<file path="src/rtl/lif_pkg.sv">
// Shared types, defaults and arithmetic helpers for the LIF reservoir ring.
package lif_pkg;

    typedef enum logic [1:0] {
        IDLE,
        RUN,
        DONE
    } lif_state_t;

    localparam int DEF_N_NEURONS  = 10;
    localparam int DEF_IN_W       = 32;
    localparam int DEF_V_W        = 16;
    localparam int DEF_V_TH       = 1024;
    localparam int DEF_W_IN       = 32;
    localparam int DEF_W_REC      = 256;
    localparam int DEF_LEAK_SHIFT = 3;
    localparam int DEF_REFRAC     = 2;
    localparam int DEF_STRIDE     = 1;
    localparam int DEF_MODE       = 0;
    localparam int DEF_WINDOW     = 16;

    // Inputs wider than 64 bits are not supported by this helper.
    function automatic int popcount(input logic [63:0] x);
        int c;
        c = 0;
        for (int i = 0; i < 64; i++) begin
            if (x[i]) c++;
        end
        return c;
    endfunction

    function automatic longint saturate(input longint x, input int w);
        longint hi;
        longint lo;
        hi = (longint'(1) <<< (w - 1)) - 1;
        lo = -hi - 1;
        if (x > hi) return hi;
        if (x < lo) return lo;
        return x;
    endfunction

endpackage

</file>
<file path="src/rtl/lif_cell.sv">
// One leaky integrate-and-fire cell: membrane, refractory timer,
// spike register and per-sample spike counter.
module lif_cell
    import lif_pkg::*;
#(
    parameter int V_W        = DEF_V_W,
    parameter int DW         = DEF_V_W + 7,
    parameter int V_TH       = DEF_V_TH,
    parameter int LEAK_SHIFT = DEF_LEAK_SHIFT,
    parameter int REFRAC     = DEF_REFRAC,
    parameter int CNT_W      = 5
) (
    input  logic                 clk,
    input  logic                 rst,
    input  logic                 en,
    input  logic                 clr_cnt,
    input  logic signed [DW-1:0] drive,
    output logic                 spike,
    output logic [CNT_W-1:0]     count
);

    localparam int RW = (REFRAC > 0) ? $clog2(REFRAC + 1) : 1;
    localparam logic signed [V_W-1:0] V_TH_S = V_W'(V_TH);

    logic signed [V_W-1:0] v;
    logic [RW-1:0]         refr;
    logic signed [DW-1:0]  vn_wide;
    logic signed [V_W-1:0] vn_sat;
    logic                  fire;

    // Leak and drive are summed wide so only the final value saturates.
    always_comb begin
        vn_wide = DW'(v) - DW'(v >>> LEAK_SHIFT) + drive;
        vn_sat  = V_W'(saturate(longint'(vn_wide), V_W));
        fire    = (refr == '0) && (vn_sat >= V_TH_S);
    end

    always_ff @(posedge clk) begin
        if (!rst) begin
            v     <= '0;
            refr  <= '0;
            spike <= 1'b0;
            count <= '0;
        end else begin
            if (clr_cnt) begin
                count <= '0;
            end else if (en && fire) begin
                count <= count + 1'b1;
            end

            if (!en) begin
                spike <= 1'b0;
            end else if (refr != '0) begin
                v     <= '0;
                refr  <= refr - 1'b1;
                spike <= 1'b0;
            end else if (fire) begin
                v     <= '0;
                refr  <= RW'(REFRAC);
                spike <= 1'b1;
            end else begin
                v     <= vn_sat;
                spike <= 1'b0;
            end
        end
    end

endmodule

</file>
<file path="src/rtl/lif_reservoir_ring.sv">
// Ring reservoir of LIF cells: one input sample integrated for WINDOW
// ticks, per-cell spike counts handed on with a valid/ready handshake.
module lif_reservoir_ring
    import lif_pkg::*;
#(
    parameter int N_NEURONS  = DEF_N_NEURONS,
    parameter int IN_W       = DEF_IN_W,
    parameter int V_W        = DEF_V_W,
    parameter int V_TH       = DEF_V_TH,
    parameter int W_IN       = DEF_W_IN,
    parameter int W_REC      = DEF_W_REC,
    parameter int LEAK_SHIFT = DEF_LEAK_SHIFT,
    parameter int REFRAC     = DEF_REFRAC,
    parameter int STRIDE     = DEF_STRIDE,
    parameter int MODE       = DEF_MODE,
    parameter int WINDOW     = DEF_WINDOW,
    parameter int CNT_W      = $clog2(WINDOW + 1)
) (
    input  logic                       clk,
    input  logic                       rst,
    input  logic                       in_valid,
    output logic                       in_ready,
    input  logic [IN_W-1:0]            in_bits,
    output logic [N_NEURONS-1:0]       spikes_o,
    output logic                       busy,
    output logic                       state_valid,
    input  logic                       state_ready,
    output logic [N_NEURONS*CNT_W-1:0] state_counts
);

    localparam int DW = V_W + $clog2(IN_W) + 2;
    localparam int TW = $clog2(WINDOW + 1);
    localparam logic signed [DW-1:0] REC_W = DW'(W_REC);

    lif_state_t state;
    lif_state_t state_nx;

    logic [TW-1:0]        tick;
    logic [IN_W-1:0]      in_lat;
    logic                 accept;
    logic                 run_en;
    logic signed [DW-1:0] base_drive;
    logic [N_NEURONS-1:0] spk;

    always_comb begin
        state_nx    = state;
        in_ready    = 1'b0;
        busy        = 1'b0;
        state_valid = 1'b0;
        unique case (state)
            IDLE: begin
                in_ready = 1'b1;
                if (in_valid) state_nx = RUN;
            end
            RUN: begin
                busy = 1'b1;
                if (tick == TW'(WINDOW - 1)) state_nx = DONE;
            end
            DONE: begin
                state_valid = 1'b1;
                if (state_ready) state_nx = IDLE;
            end
            default: state_nx = IDLE;
        endcase
    end

    assign accept = in_valid && in_ready;
    assign run_en = (state == RUN);

    always_ff @(posedge clk) begin
        if (!rst) begin
            state  <= IDLE;
            tick   <= '0;
            in_lat <= '0;
        end else begin
            state <= state_nx;
            if (accept) begin
                in_lat <= in_bits;
                tick   <= '0;
            end else if (run_en) begin
                tick <= tick + 1'b1;
            end
        end
    end

    assign base_drive = DW'(popcount(64'(in_lat)) * W_IN);
    assign spikes_o   = spk;

    // spk is the previous tick's spike vector, giving one tick of
    // recurrent delay; it is zero on the first tick after IDLE.
    for (genvar i = 0; i < N_NEURONS; i++) begin : g_cell
        localparam int SRC  = (i + N_NEURONS - (STRIDE % N_NEURONS)) % N_NEURONS;
        localparam int SRC2 = (i + STRIDE) % N_NEURONS;

        logic signed [DW-1:0] drive;

        always_comb begin
            drive = base_drive;
            if (spk[SRC]) drive = drive + REC_W;
            if (MODE == 1 && spk[SRC2]) drive = drive + REC_W;
        end

        lif_cell #(
            .V_W       (V_W),
            .DW        (DW),
            .V_TH      (V_TH),
            .LEAK_SHIFT(LEAK_SHIFT),
            .REFRAC    (REFRAC),
            .CNT_W     (CNT_W)
        ) u_cell (
            .clk    (clk),
            .rst    (rst),
            .en     (run_en),
            .clr_cnt(accept),
            .drive  (drive),
            .spike  (spk[i]),
            .count  (state_counts[i*CNT_W +: CNT_W])
        );
    end

endmodule

</file>
<file path="config.mk">
export PLATFORM = sky130hd
export DESIGN_NAME = lif_reservoir_ring
export DESIGN_NICKNAME = d
export VERILOG_FILES = /design/src/rtl/lif_pkg.sv /design/src/rtl/lif_cell.sv /design/src/rtl/lif_reservoir_ring.sv
export SDC_FILE = /design/constraint.sdc
export NUM_CORES = 1
export LEC_CHECK = 0
export CORE_MARGIN = 3
export CORE_UTILIZATION = 30
export DETAILED_ROUTE_END_ITERATION = 8
export GPL_ROUTABILITY_DRIVEN = 0
export PLACE_DENSITY = 0.43
export RECOVER_POWER = 25
export SYNTH_ARGS = -nofsm -noshare
export SYNTH_HDL_FRONTEND = slang
export SYNTH_SLANG_ARGS = --single-unit
</file>
<file path="constraint.sdc">
create_clock -name clk -period 21.7 [get_ports clk]
set_input_delay 2.17 -clock clk [delete_from_list [all_inputs] [get_ports clk]]
set_output_delay 2.17 -clock clk [all_outputs]
set_load 0.01 [all_outputs]
</file>
==> impl_metrics.yaml <==
setup_path:
  critPathMaxFanout: 5
  endpoint_kind: "flop"
  path_class: "flop to flop"
  cp-start-kind: "flop"
  required_ps: 22160
  cp_data_arrival_time_ps: 21200
  cpMaxStageDelayCell: "fa_1"
  critical_path.max_stage_delay_ps: 430
  path_common_cell: "ha_1"
  reg2regPathDepth: 121
finish:
  layout-drive-gt1-share: 0.1691
  syn_to_final_growth_pct: 27.21
  finalInstanceArea_sq_um: 39690
  nets: 5150
yosys:
  synth_top_area_frac: 0.1861
  synth_area_per_cell_sq_um: 7.761
  ys_seq_area_frac: 0.1790
  ys_ff_latch: 279
  synthTopCellsByArea: "ha_1, dfxtp_1, fa_1, xnor2_1, nand2_1"
  ys_warn_count: 0
  yosys_most_used_dff: "dfxtp_1"
  netlist.top_cell.by_area: "ha_1"
  synth_commonest_cells: "nand2_1, ha_1, inv_1, o21ai_0, a21oi_1"
  ys_types: 89
  synth_area_sq_um: 31200
  synth_edf_count: 0
  synth_cells: 4020
  async_flop_share: 0
  synth_most_common_cell: "nand2_1"
die:
  die_y_microns: 328.5
  core-area_sq_um: 102500
  io_pins: 99
  dieArea_sq_um: 107900
  initial_core_util: 0.3045
  rows: 117
  fp.dieW_microns: 328.5
detailed_routing:
  drtIter0Drc: 1175
  routedWlPerCell_microns: 14.33
  via_per_inst: 4.603
  drtPass1Iterations: 5
  wl_mm: 85.12
  drtAntennaViolNets: 0
  via_count: 27350
  drc_errors: 0
grt:
  antenna_found_initial: 4
  grt_pass1_vias: 26520
  grt-ovfl-total: 0
  grt_start_max_net_pins: 68
  grt_pass1_wl_mm: 137.1
  grt_usage: 0.1546
hold_path:
  hold_path_class: "flop to flop"
  min_path_cells: 2
run:
  drv_cap: 1
sta:
  finalWorstPathRequiredPeriod_ps: 20740
  setup_slack_ps: 962.3
  fin_crit_sh: 0.9557
  finalHoldViolations: 0
  fin_tns_setup_ps: 0
  worst_clock_skew_ps: 27.49
  max_slew_margin: -0.2433
  final_max_slew_viol_count: 35
  worst_pin_slew_ps: 1865
  setup_viol: 0
  fmax_mhz: 48.22
clock_network:
  clock_path_buffers: 3
  htree_levels: 2
  clkTransAtPathRegs_ps: 60
  cts_inserted_buffers: 42
  numClockSinks: 279
  cts_hold_buf: 0
  worst_skew_pair.late_latency_ps: 610
  root_buffer: "clkbuf_16"
  tritoncts: "done"
placement:
  place_area_sq_um: 36610
  dp_slack_ps: -804.6
  port_buffers: 98
  dp_hpwl_mm: 64.62
outcome:
  status: "finished, violations left"
  violations: "max-capacitance violations, max-slew violations"
## final cells by class
cell class	count	area [sq um]
Antenna cell	1	2.502
Clock buffer	54	1197
Clock inverter	22	281.5
Fill cell	10820	62780
Inverter	440	1654
Multi-Input combinational cell	3283	25010
Sequential cell	279	5587
Tap cell	1368	1712
Timing Repair Buffer	494	4250
## worst max-delay path, delay by kind of cell (launching register included)
family	cells	cell delay [ps]
fa+ha+maj	32	8560
simple gates	36	4190
compound gates	28	3980
mux	9	1720
buf+inv	13	1410
xor+xnor	3	410
flops	1	320
## state kept, by name, indices dropped and copies added (netlist names)
signal / flops
g_cell.u_cell.spike: 10
g_cell.u_cell.count: 50
in_lat: 32
g_cell.u_cell.refr: 20
state: 2
tick: 5
g_cell.u_cell.v: 160
## kinds of logic after synthesis
kind of cell | synth area share
and+or+nand+nor | 0.1767
DFF | 0.1790
muxes | 0.01484
AOI/OAI and AO/OA | 0.1718
other | 0.0001202
xor gates and xnor gates | 0.1261
adders and majority gates | 0.2576
buffers and inverters | 0.07391
## repair_timing
action | in CTS | in global routing
setup endpoints to repair | 229 | 240
gates resized for setup | 135 | 256
setup buffers | 13 | 44
pin swaps | 47 | 148
gates cloned | 1 | 2
## per-layer routing
| metal | vias to the layer above | track usage | part of all wire |
|---|---|---|---|
| met2 | 233 | 0.2505 | 0.44 |
| met3 | 76 | 0.02109 | 0.033 |
| li1 | 14450 | - | - |
| met4 | 2 | 0.03562 | 0.020 |
| met1 | 12590 | 0.2171 | 0.51 |
| met5 | - | 0 | 0.00015 |
## worst paths after layout
kind / from / endpoint / slack (ps)
setup / recovery: in_lat[1] / g_cell[8].u_cell.count[1] / 960
hold / removal: g_cell[4].u_cell.refr[0] / g_cell[4].u_cell.refr[0] / 460
setup reg to reg: in_lat[1] / g_cell[8].u_cell.count[1] / 960
hold reg to reg: g_cell[4].u_cell.refr[0] / g_cell[4].u_cell.refr[0] / 460
## layout by cell type, fill, tap and decap left out, drive strengths merged, types with 19 or more instances in the layout
| cell | n |
|---|---|
| nand2 | 465 |
| ha | 464 |
| inv | 439 |
| buf | 394 |
| o21ai | 333 |
| a21oi | 328 |
| nor2 | 305 |
| dfxtp | 279 |
| xnor2 | 220 |
| xor2 | 165 |
| conb | 140 |
| fa | 110 |
| nand3 | 94 |
| a21boi | 83 |
| or2 | 72 |
| clkbuf | 57 |
| dlygate4sd3 | 51 |
| clkdlybuf4s50 | 46 |
| nor3 | 38 |
| mux2i | 38 |
| nand4 | 33 |
| nand2b | 28 |
| and2 | 28 |
| a211oi | 27 |
| nor2b | 25 |
| a2111oi | 24 |
| or4 | 21 |
| or3 | 21 |
| a21o | 19 |
## metrics by stage
step	hold slack, ps	cells	utilization
after floorplan	431.5	4159	-
after global placement	448.1	5804	0.3573
after detailed placement	454.3	5804	0.3573
after CTS	463.4	5894	0.3743
after global routing	476.5	5940	0.3873
final	457.8	5941	0.3873
Power is left out: the tool's default activity adds up to more than one toggle a clock period on the data nets, which glitch-free logic cannot reach.
